File: src/rtl/conv_out_serializer_4ch_pkg.sv
// ---------------------------------------------------------------------------
// conv_out_serializer_4ch_pkg
// Shared constants and types for the 4-channel convolution output serializer.
//   NUM_CH         : channels per pixel (4)
//   CH_IDX_W       : width of the channel index (2)
//   CH_LAST        : index of the final channel of a pixel
//   DEFAULT_DATA_W : default channel sample width
//   pixel_t        : packed 4-channel pixel at the default sample width,
//                    channel 0 in the least significant slice
//   is_last_ch()   : true when a channel index addresses the final channel
// ---------------------------------------------------------------------------
package conv_out_serializer_4ch_pkg;

    localparam int NUM_CH         = 4;
    localparam int CH_IDX_W       = 2;
    localparam int DEFAULT_DATA_W = 32;

    localparam logic [CH_IDX_W-1:0] CH_LAST = 2'd3;

    typedef logic [NUM_CH-1:0][DEFAULT_DATA_W-1:0] pixel_t;

    function automatic logic is_last_ch(input logic [CH_IDX_W-1:0] idx);
        return (idx == CH_LAST);
    endfunction

endpackage

File: src/rtl/pixel_fifo.sv
// ---------------------------------------------------------------------------
// pixel_fifo
// Synchronous FIFO holding whole pixels. A push into a full FIFO is accepted
// only when a pop happens in the same cycle; otherwise it is ignored and the
// caller decides how to flag the drop. Storage is not reset.
// Parameters:
//   WIDTH : entry width in bits
//   DEPTH : number of entries, power of two, at least 2
// Ports:
//   clk   : clock, rising edge
//   rst   : asynchronous active-low reset (clears pointers and count)
//   push  : write wdata at the tail
//   pop   : release the head entry
//   wdata : entry to write
//   rdata : current head entry (meaningless while empty)
//   full  : DEPTH entries held
//   empty : no entries held
//   count : current occupancy, 0..DEPTH
// ---------------------------------------------------------------------------
module pixel_fifo #(
    parameter int WIDTH = 128,
    parameter int DEPTH = 4
) (
    input  logic                     clk,
    input  logic                     rst,
    input  logic                     push,
    input  logic                     pop,
    input  logic [WIDTH-1:0]         wdata,
    output logic [WIDTH-1:0]         rdata,
    output logic                     full,
    output logic                     empty,
    output logic [$clog2(DEPTH):0]   count
);

    localparam int AW    = $clog2(DEPTH);
    localparam int CNT_W = AW + 1;

    logic [WIDTH-1:0] mem_r [DEPTH];
    logic [AW-1:0]    wr_ptr_r;
    logic [AW-1:0]    rd_ptr_r;
    logic [CNT_W-1:0] count_r;
    logic             full_s;
    logic             empty_s;
    logic             wr_en_s;
    logic             rd_en_s;

    assign full_s  = (count_r == CNT_W'(DEPTH));
    assign empty_s = (count_r == {CNT_W{1'b0}});

    // A full FIFO still takes a write when the head leaves this cycle; the
    // slot being written is the one just released.
    assign rd_en_s = pop & ~empty_s;
    assign wr_en_s = push & (~full_s | rd_en_s);

    // Storage write; contents need no reset because count gates visibility.
    always_ff @(posedge clk) begin
        if (wr_en_s) begin
            mem_r[wr_ptr_r] <= wdata;
        end
    end

    // Pointer and occupancy state; pointers wrap naturally at DEPTH.
    always_ff @(posedge clk or negedge rst) begin
        if (!rst) begin
            wr_ptr_r <= {AW{1'b0}};
            rd_ptr_r <= {AW{1'b0}};
            count_r  <= {CNT_W{1'b0}};
        end else begin
            if (wr_en_s) begin
                wr_ptr_r <= wr_ptr_r + AW'(1);
            end else begin
                wr_ptr_r <= wr_ptr_r;
            end
            if (rd_en_s) begin
                rd_ptr_r <= rd_ptr_r + AW'(1);
            end else begin
                rd_ptr_r <= rd_ptr_r;
            end
            case ({wr_en_s, rd_en_s})
                2'b10:   count_r <= count_r + CNT_W'(1);
                2'b01:   count_r <= count_r - CNT_W'(1);
                default: count_r <= count_r;
            endcase
        end
    end

    assign rdata = mem_r[rd_ptr_r];
    assign full  = full_s;
    assign empty = empty_s;
    assign count = count_r;

endmodule

File: src/rtl/conv_out_serializer_4ch.sv
// ---------------------------------------------------------------------------
// conv_out_serializer_4ch
// Buffers 4-channel pixels from a convolution layer (no backpressure on the
// input side) and emits them one channel sample per transfer, channel 0
// first, under a valid/ready handshake. Pixels arriving while the buffer is
// full and no pop happens are dropped and recorded in a sticky flag.
// Optional feature macro: SERIALIZER_FRAME_LAST_EN -- when defined, a popped
// pixel counter marks channel 3 of the final pixel of each frame on last_out;
// when undefined, last_out is tied low and no counter is built.
// Parameters:
//   Datawidth  : channel sample width
//   FIFO_DEPTH : pixels buffered, power of two, at least 2
//   IMG_Width  : pixels per row
//   IMG_Height : rows per frame
// Ports:
//   clk       : clock, rising edge
//   rst       : asynchronous active-low reset
//   valid_in  : In_0..In_3 carry a pixel this cycle
//   In_0..3   : channel samples of the incoming pixel
//   ready_in  : downstream accepts Out this cycle
//   valid_out : Out/ch_idx valid (buffer non-empty)
//   Out       : current channel sample, 0 while valid_out is low
//   ch_idx    : channel number of Out
//   last_out  : Out is channel 3 of the last pixel of a frame
//   overflow  : sticky, a pixel was dropped since reset
// ---------------------------------------------------------------------------
module conv_out_serializer_4ch
    import conv_out_serializer_4ch_pkg::*;
#(
    parameter int Datawidth  = 32,
    parameter int FIFO_DEPTH = 4,
    parameter int IMG_Width  = 3,
    parameter int IMG_Height = 3
) (
    input  logic                 clk,
    input  logic                 rst,
    input  logic                 valid_in,
    input  logic [Datawidth-1:0] In_0,
    input  logic [Datawidth-1:0] In_1,
    input  logic [Datawidth-1:0] In_2,
    input  logic [Datawidth-1:0] In_3,
    input  logic                 ready_in,
    output logic                 valid_out,
    output logic [Datawidth-1:0] Out,
    output logic [CH_IDX_W-1:0]  ch_idx,
    output logic                 last_out,
    output logic                 overflow
);

    localparam int PIX_W     = NUM_CH * Datawidth;
    localparam int CNT_W     = $clog2(FIFO_DEPTH) + 1;
    localparam int FRAME_PIX = IMG_Width * IMG_Height;

    typedef logic [NUM_CH-1:0][Datawidth-1:0] pix_t;

    pix_t                wr_pix_s;
    pix_t                head_s;
    logic [PIX_W-1:0]    fifo_rdata_s;
    logic [CNT_W-1:0]    fifo_count_s;
    logic                full_s;
    logic                empty_s;
    logic                valid_s;
    logic                xfer_s;
    logic                pop_s;
    logic                drop_s;
    logic [CH_IDX_W-1:0] ch_idx_r;
    logic                overflow_r;
    logic                unused_s;

    // Pack the incoming channels, channel 0 in the low slice.
    always_comb begin
        wr_pix_s    = '{default: {Datawidth{1'b0}}};
        wr_pix_s[0] = In_0;
        wr_pix_s[1] = In_1;
        wr_pix_s[2] = In_2;
        wr_pix_s[3] = In_3;
    end

    pixel_fifo #(
        .WIDTH (PIX_W),
        .DEPTH (FIFO_DEPTH)
    ) u_pixel_fifo (
        .clk   (clk),
        .rst   (rst),
        .push  (valid_in),
        .pop   (pop_s),
        .wdata (wr_pix_s),
        .rdata (fifo_rdata_s),
        .full  (full_s),
        .empty (empty_s),
        .count (fifo_count_s)
    );

    assign head_s  = pix_t'(fifo_rdata_s);
    assign valid_s = ~empty_s;
    assign xfer_s  = valid_s & ready_in;
    // The head pixel leaves only after its last channel has been taken.
    assign pop_s   = xfer_s & is_last_ch(ch_idx_r);
    assign drop_s  = valid_in & full_s & ~pop_s;

    // Channel index advances per transfer and wraps 3 -> 0 with the pop.
    always_ff @(posedge clk or negedge rst) begin
        if (!rst) begin
            ch_idx_r <= {CH_IDX_W{1'b0}};
        end else if (xfer_s) begin
            ch_idx_r <= ch_idx_r + CH_IDX_W'(1);
        end else begin
            ch_idx_r <= ch_idx_r;
        end
    end

    // Sticky drop flag, cleared only by reset.
    always_ff @(posedge clk or negedge rst) begin
        if (!rst) begin
            overflow_r <= 1'b0;
        end else if (drop_s) begin
            overflow_r <= 1'b1;
        end else begin
            overflow_r <= overflow_r;
        end
    end

`ifdef SERIALIZER_FRAME_LAST_EN
    localparam int PIX_CNT_W = (FRAME_PIX > 1) ? $clog2(FRAME_PIX) : 1;

    logic [PIX_CNT_W-1:0] pix_cnt_r;
    logic                 frame_end_s;

    assign frame_end_s = (pix_cnt_r == PIX_CNT_W'(FRAME_PIX - 1));

    // Popped-pixel position within the frame.
    always_ff @(posedge clk or negedge rst) begin
        if (!rst) begin
            pix_cnt_r <= {PIX_CNT_W{1'b0}};
        end else if (pop_s) begin
            if (frame_end_s) begin
                pix_cnt_r <= {PIX_CNT_W{1'b0}};
            end else begin
                pix_cnt_r <= pix_cnt_r + PIX_CNT_W'(1);
            end
        end else begin
            pix_cnt_r <= pix_cnt_r;
        end
    end

    assign last_out = valid_s & is_last_ch(ch_idx_r) & frame_end_s;
`else
    assign last_out = 1'b0;
`endif

    // Occupancy and frame size are not needed by the control path itself.
    assign unused_s = ^{fifo_count_s, FRAME_PIX};

    // Storage is not reset, so the sample is masked whenever nothing is held.
    assign Out       = valid_s ? head_s[ch_idx_r] : {Datawidth{1'b0}};
    assign valid_out = valid_s;
    assign ch_idx    = ch_idx_r;
    assign overflow  = overflow_r;

endmodule

File: config.mk
export PLATFORM = sky130hd
export DESIGN_NAME = conv_out_serializer_4ch
export DESIGN_NICKNAME = d
export VERILOG_FILES = /design/src/rtl/conv_out_serializer_4ch_pkg.sv /design/src/rtl/pixel_fifo.sv /design/src/rtl/conv_out_serializer_4ch.sv
export SDC_FILE = /design/constraint.sdc
export NUM_CORES = 1
export LEC_CHECK = 0
export ABC_AREA = 0
export CAP_MARGIN = 40
export CORE_UTILIZATION = 57
export DETAILED_ROUTE_END_ITERATION = 10
export PLACE_DENSITY = 0.77
export SLEW_MARGIN = 10
export SYNTH_ARGS = -nofsm -noshare
export SYNTH_HDL_FRONTEND = slang
export SYNTH_SLANG_ARGS = --single-unit
File: constraint.sdc
create_clock -name clk -period 5.8 [get_ports clk]
set_input_delay 0.58 -clock clk [delete_from_list [all_inputs] [get_ports clk]]
set_output_delay 0.58 -clock clk [all_outputs]
set_load 0.02 [all_outputs]
==> results.json, run 1 <==
{
  "crit_fanout": 41,
  "ir_worst_vdd_uv": 327,
  "final_nets": 1139,
  "dp_hpwl_um": 20900,
  "async_reset_ff_share_pct": 1.92,
  "cts-resized-gates": 0,
  "critPathLaunchType": "flop",
  "drv_cap": 0,
  "rr_endpoint": "u_pixel_fifo.mem_r[3][126]$_DFFE_PP_",
  "period_share_pct": 71.6,
  "status": "complete, no violations",
  "avgViaCountPerCell": 6.06,
  "clock_power_share_pct": 24.6,
  "syn_inst": 808,
  "rsz0062_at_grt": "false",
  "cts.sinks": 522,
  "instances_no_fill": 1489,
  "synth_common_cells": "512 x edfxtp_1, 120 x mux4_2, 31 x a221o_1, 31 x a22o_1, 16 x clkbuf_1",
  "drv_slew": 0,
  "die_h_um": 188,
  "setup_tns_ns": 0,
  "clk_path_buf_depth": 3,
  "fmax_ghz": 0.241,
  "crit_chain": "buf_12 > mux4_1 > a22o_1 > a221o_1 > clkdlybuf4s50_1",
  "powerDensity_nw_per_um2": 524,
  "drt-met1-wl_um": 15300,
  "ys_top_cells_by_area": "edfxtp_1 78%, mux4_2 14%, a221o_1 1.6%",
  "post-place-cells": 1395,
  "drt_iter0_markers": 802,
  "postCtsSetupRepairBufs": 0,
  "synth.distinct_cells": 35,
  "p_int_uw": 8700,
  "die_area_um2": 35400,
  "core_um2": 33900,
  "cp.arrival_ns": 3.57,
  "min_path_type": "primary input to async pin",
  "wl_met3_um": 2550,
  "p_seq_share_pct": 43.1,
  "skew_ns": 0.0101,
  "vias": 9026,
  "hold_violations": 0,
  "place_congestion": 0.692,
  "io-pin-count": 169,
  "cts_htree_levels": 2,
  "tightestPinTransition_ns": 0.803,
  "dieWidth_um": 188,
  "clk_pin_slew_worst_paths_ns": 0.06,
  "worstSetupPathType": "flop to output port",
  "synth-edff-count": 512,
  "grt_overflow": 0,
  "combPwrFrac_pct": 32.3,
  "drcViolationCount": 0,
  "portBuffers": 167,
  "wl_met2_um": 18800,
  "post_drt_wl_per_cell_um": 25.1,
  "rrSetupSlack_ns": 2.96,
  "cts_tree": "built",
  "p_leak_uw": 0.00758,
  "cts_buffers": 51,
  "ys_seq_area_share_pct": 79.0,
  "cp.required_ns": 5.22,
  "yosys.area.top_type": "edfxtp_1",
  "drt_wl_total_um": 37400,
  "yosysTopAreaCellShare_pct": 77.7,
  "drive_gt1_share_pct": 20.9,
  "slew_headroom_pct": 46.5,
  "syn2layout_area_growth_pct": 19.3,
  "power.total_uw": 12400,
  "detail-route-antenna-nets": 0,
  "ys.flop_type": "edfxtp_1",
  "first_global_vias": 9577,
  "reg2reg_from": "ch_idx[0]$_DFFE_PN0N_",
  "syn_nets": 947,
  "syn-cell-area_um2": 19800,
  "ctsHoldBuffers": 0,
  "yosysMostFrequentCell": "edfxtp_1",
  "postSynthAreaPerCell_um2": 24.5,
  "top_layer_used": "met5",
  "period_needed_ns": 4.15,
  "p_sw_share_pct": 29.7,
  "setup_viol": 0,
  "ys_warn_count": 0,
  "r2r_cells": 6,
  "drt_first_pass_iters": 5,
  "initial_core_util_pct": 58.4,
  "antenna_found_initial": 4,
  "grt_pass1_wl_um": 57000,
  "track_usage_pct": 21.8,
  "cp_slowest_cell": "dfrtp_4",
  "critical_path.endpoint_type": "output port",
  "p_switching_uw": 3670,
  "root_buffer": "clkbuf_16",
  "fin_util_pct": 69.6,
  "grt_start_max_net_pins": 91,
  "ys_ff_latch": 522,
  "num_rows": 67,
  "clk_latency_ns": 0.56,
  "critPathMaxStageDelay_ns": 0.92,
  "timing.hold.ws_ns": 0.359
}
worst max-delay path by stage:
stage / startpoint / end / slack (ns) / depth (start not counted)
after CTS: u_pixel_fifo.rd_ptr_r[0]$_DFFE_PN0P_ / Out[21] / 1.53 / 5
after global placement: u_pixel_fifo.rd_ptr_r[0]$_DFFE_PN0P_ / Out[21] / 2.16 / 5
after floorplan: ch_idx[1]$_DFFE_PN0N_ / u_pixel_fifo.mem_r[0][0]$_DFFE_PP_ / 1.40 / 4
after detailed placement: u_pixel_fifo.rd_ptr_r[0]$_DFFE_PN0P_ / Out[21] / 2.14 / 5
after global routing: u_pixel_fifo.rd_ptr_r[0]$_DFFE_PN0P_ / Out[21] / 1.42 / 5
final: u_pixel_fifo.rd_ptr_r[0]$_DFFE_PN0P_ / Out[21] / 1.65 / 5
cells by family (layout without fill, tap and decap cells):
logic type | Yosys count | after routing | synth area share, %
adder cells (fa/ha/maj) | 7 | 7 | 0.481
XOR/XNOR | 7 | 7 | 0.310
other | 1 | 3 | 0.0190
AND/OR/NAND/NOR | 22 | 22 | 0.626
buffers and inverters | 52 | 283 | 1.64
flip-flops | 522 | 522 | 79.0
multiplexers | 131 | 131 | 14.8
AO/OA/AOI/OAI | 66 | 66 | 3.10
layout by cell type, fill, tap and decap left out, types with 6 or more instances in the layout:
master | synthesis | routed
clkbuf_16 | 0 | 51
dfrtp_1 | 10 | 8
clkinv_1 | 0 | 11
mux4_1 | 7 | 7
mux4_2 | 120 | 120
clkbuf_1 | 16 | 15
clkdlybuf4s50_1 | 0 | 167
edfxtp_1 | 512 | 512
buf_12 | 4 | 10
inv_1 | 6 | 6
a22o_1 | 31 | 31
ha_1 | 6 | 6
a221o_1 | 31 | 31
clkinv_2 | 0 | 6
layer usage:
layer / vias up / track usage [%]
met3: 63 / 4.15
li1: 3912 / -
met2: 332 / 35.3
met4: 4 / 5.88
met5: - / 0
met1: 4715 / 30.9
critical path, delay by kind of cell (launching register included):
kind	cells	cell delay, ns
DFF	1	0.92
buffers and inverters	2	0.92
muxes	1	0.61
AOI/OAI and AO/OA	2	0.50
area by class of cell:
class / count / area, um2
antenna: 2 / 5.00
clock buffer: 71 / 1400
clock inverter: 21 / 139
fill: 2012 / 10300
inverter: 7 / 26.3
multi-input combinational: 234 / 3860
sequential: 522 / 15600
tap: 448 / 561
timing repair buffer: 184 / 1960
flip-flops by register name, summed over array words and instances (netlist names):
| name | flops |
|---|---|
| ch_idx | 2 |
| u_pixel_fifo.rd_ptr_r | 2 |
| u_pixel_fifo.wr_ptr_r | 2 |
| u_pixel_fifo.mem_r | 512 |
| overflow | 1 |
| u_pixel_fifo.count | 3 |
power by group through the flow:
stage	clock network, uW	logic [uW]	registers, uW
after floorplan	0	2780	5290
after global placement	0	3960	5380
after detailed placement	0	4050	5420
after CTS	3100	4070	5340
after global routing	3240	4240	5400
final	3040	3990	5330
per-stage QoR:
stage          area, um2  setup WS (ns)
2_1_floorplan      19800           1.40
3_3_place_gp       21900           2.16
3_5_place_dp       22000           2.14
4_1_cts            23600           1.53
5_1_grt            23600           1.42
6_report           23600           1.65
Note: power is estimated with default switching activity, not from simulation.
==> run 2: changes to the inputs <==
- clock period: 5.8 -> 4 ns (I/O delays scaled with it)
==> run 2 against run 1 <==
- total power rose by 46%
- sequential cell count did not move
- sequential power rose by 42%
- sequential share of layout area fell by 0.22 points
- critical endpoint is now Out[13]
- cell area rose by 0.34%
- worst setup slack got worse by 1.3 ns
==> results.json, run 2 (synthesized netlist as in run 1, its figures left out) <==
{
  "tightestPinTransition_ns": 0.810,
  "cts_tree": "built",
  "cts_htree_levels": 2,
  "final_common_cell": "edfxtp_1",
  "skew_ns": 0.0145,
  "critPathLaunchType": "flop",
  "first_global_vias": 9712,
  "drt_first_pass_iters": 4,
  "antenna_found_initial": 5,
  "fin_util_pct": 69.9,
  "cp.arrival_ns": 3.24,
  "fmax_ghz": 0.274,
  "cts_buffers": 51,
  "critPathMaxStageDelay_ns": 0.72,
  "vias": 9221,
  "setup_viol": 0,
  "drv_slew": 0,
  "grt_pass1_wl_um": 57100,
  "num_rows": 67,
  "rrSetupSlack_ns": 1.52,
  "r2r_cells": 11,
  "critPathBufInv": 2,
  "postCtsSetupRepairBufs": 0,
  "layout_common_cells": "512 x edfxtp_1, 167 x clkdlybuf4s50_1, 120 x mux4_2",
  "period_share_pct": 91.1,
  "largest_reg_flops": 512,
  "drcViolationCount": 0,
  "critical_path.endpoint_type": "output port",
  "regMostFlops": "u_pixel_fifo.mem_r",
  "drt_iter0_markers": 790,
  "clk_latency_ns": 0.57,
  "startpoint": "u_pixel_fifo.rd_ptr_r[0]$_DFFE_PN0P_",
  "root_buffer": "clkbuf_16",
  "clk_pin_slew_worst_paths_ns": 0.06,
  "ir_worst_vdd_uv": 560,
  "final_nets": 1146,
  "rr_endpoint": "u_pixel_fifo.count[2]$_DFFE_PN0P_",
  "avgViaCountPerCell": 6.15,
  "min_path_type": "primary input to async pin",
  "crit_chain": "buf_12 > mux4_1 > a22o_1 > a221o_1 > clkdlybuf4s50_1",
  "dieWidth_um": 188,
  "portBuffers": 167,
  "cp_slowest_cell": "dfrtp_4",
  "drt_wl_total_um": 37700,
  "cts.sinks": 522,
  "initial_core_util_pct": 58.4,
  "place_congestion": 0.698,
  "ctsHoldBuffers": 0,
  "reg2reg_from": "ch_idx[0]$_DFFE_PN0N_",
  "rsz0062_at_grt": "false",
  "setup_tns_ns": 0,
  "cp.required_ns": 3.60,
  "cp_top_family": "buffers and inverters",
  "post_drt_wl_per_cell_um": 25.2,
  "drv_cap": 0,
  "track_usage_pct": 21.7,
  "crit_fanout": 24,
  "worstSetupPathType": "flop to output port",
  "period_needed_ns": 3.64,
  "slew_headroom_pct": 46.0,
  "grt_start_max_net_pins": 77,
  "clk_path_buf_depth": 3,
  "hold_violations": 0,
  "drive_gt1_share_pct": 21.4,
  "io-pin-count": 169,
  "syn2layout_area_growth_pct": 19.7,
  "dp_hpwl_um": 21600,
  "p_leak_uw": 0.00761,
  "core_um2": 33900,
  "die_area_um2": 35400,
  "cts-resized-gates": 0,
  "powerDensity_nw_per_um2": 762,
  "grt_overflow": 0,
  "status": "complete, no violations",
  "die_h_um": 188,
  "detail-route-antenna-nets": 0
}
-- run 2: how the worst max path moves through the flow --
stage                                               endpoint  slack [ns]  cells after the start
after floorplan           u_pixel_fifo.mem_r[0][0]$_DFFE_PP_        1.06                      4
after global placement                               Out[16]        0.90                      5
after detailed placement                             Out[16]        0.91                      5
after CTS                                            Out[13]        0.30                      5
after global routing                                 Out[13]        0.20                      5
final                                                Out[13]        0.36                      5
-- run 2: worst reg2reg max path: cells and delay by family (launching register included) --
family / cells / cell delay (ns)
flops: 1 / 0.51
buf+inv: 2 / 0.12
xor+xnor: 2 / 0.29
simple gates: 4 / 0.69
fa+ha+maj: 3 / 0.79
-- run 2: report_power, final --
group          switching [uW]  total (uW)  internal (uW)
sequential                343        7590           7240
combinational            3110        6030           2920
clock                    1920        4430           2500
-- run 2: per-layer routing --
layer,GRT usage [%],share of wire [%],vias up,wire length (um)
li1,-,-,3930,-
met1,29.8,41,4868,15400
met2,35.1,50,342,18700
met3,5.12,7.3,77,2750
met4,6.07,2.3,4,858
met5,0,0.072,-,27
-- run 2: per-stage QoR --
step           instances  power [uW]  area [um2]  hold WS (ns)  setup WS [ns]
5_1_grt             1498       18800       23700         0.212          0.198
3_3_place_gp        1401       13700       22100         0.452          0.896
4_1_cts             1496       18200       23700         0.187          0.303
6_report            1499       18000       23700         0.182          0.355
3_5_place_dp        1402       13800       22100         0.495          0.913
2_1_floorplan        808       11600       19800         0.104           1.06
-- run 2: layout make-up --
type / instances / area [um2]
clock inverter: 26 / 164
clock buffer: 68 / 1390
antenna: 3 / 7.51
tap: 448 / 561
inverter: 7 / 26.3
timing repair buffer: 191 / 2030
multi-input combinational: 234 / 3860
fill: 2013 / 10200
sequential: 522 / 15600
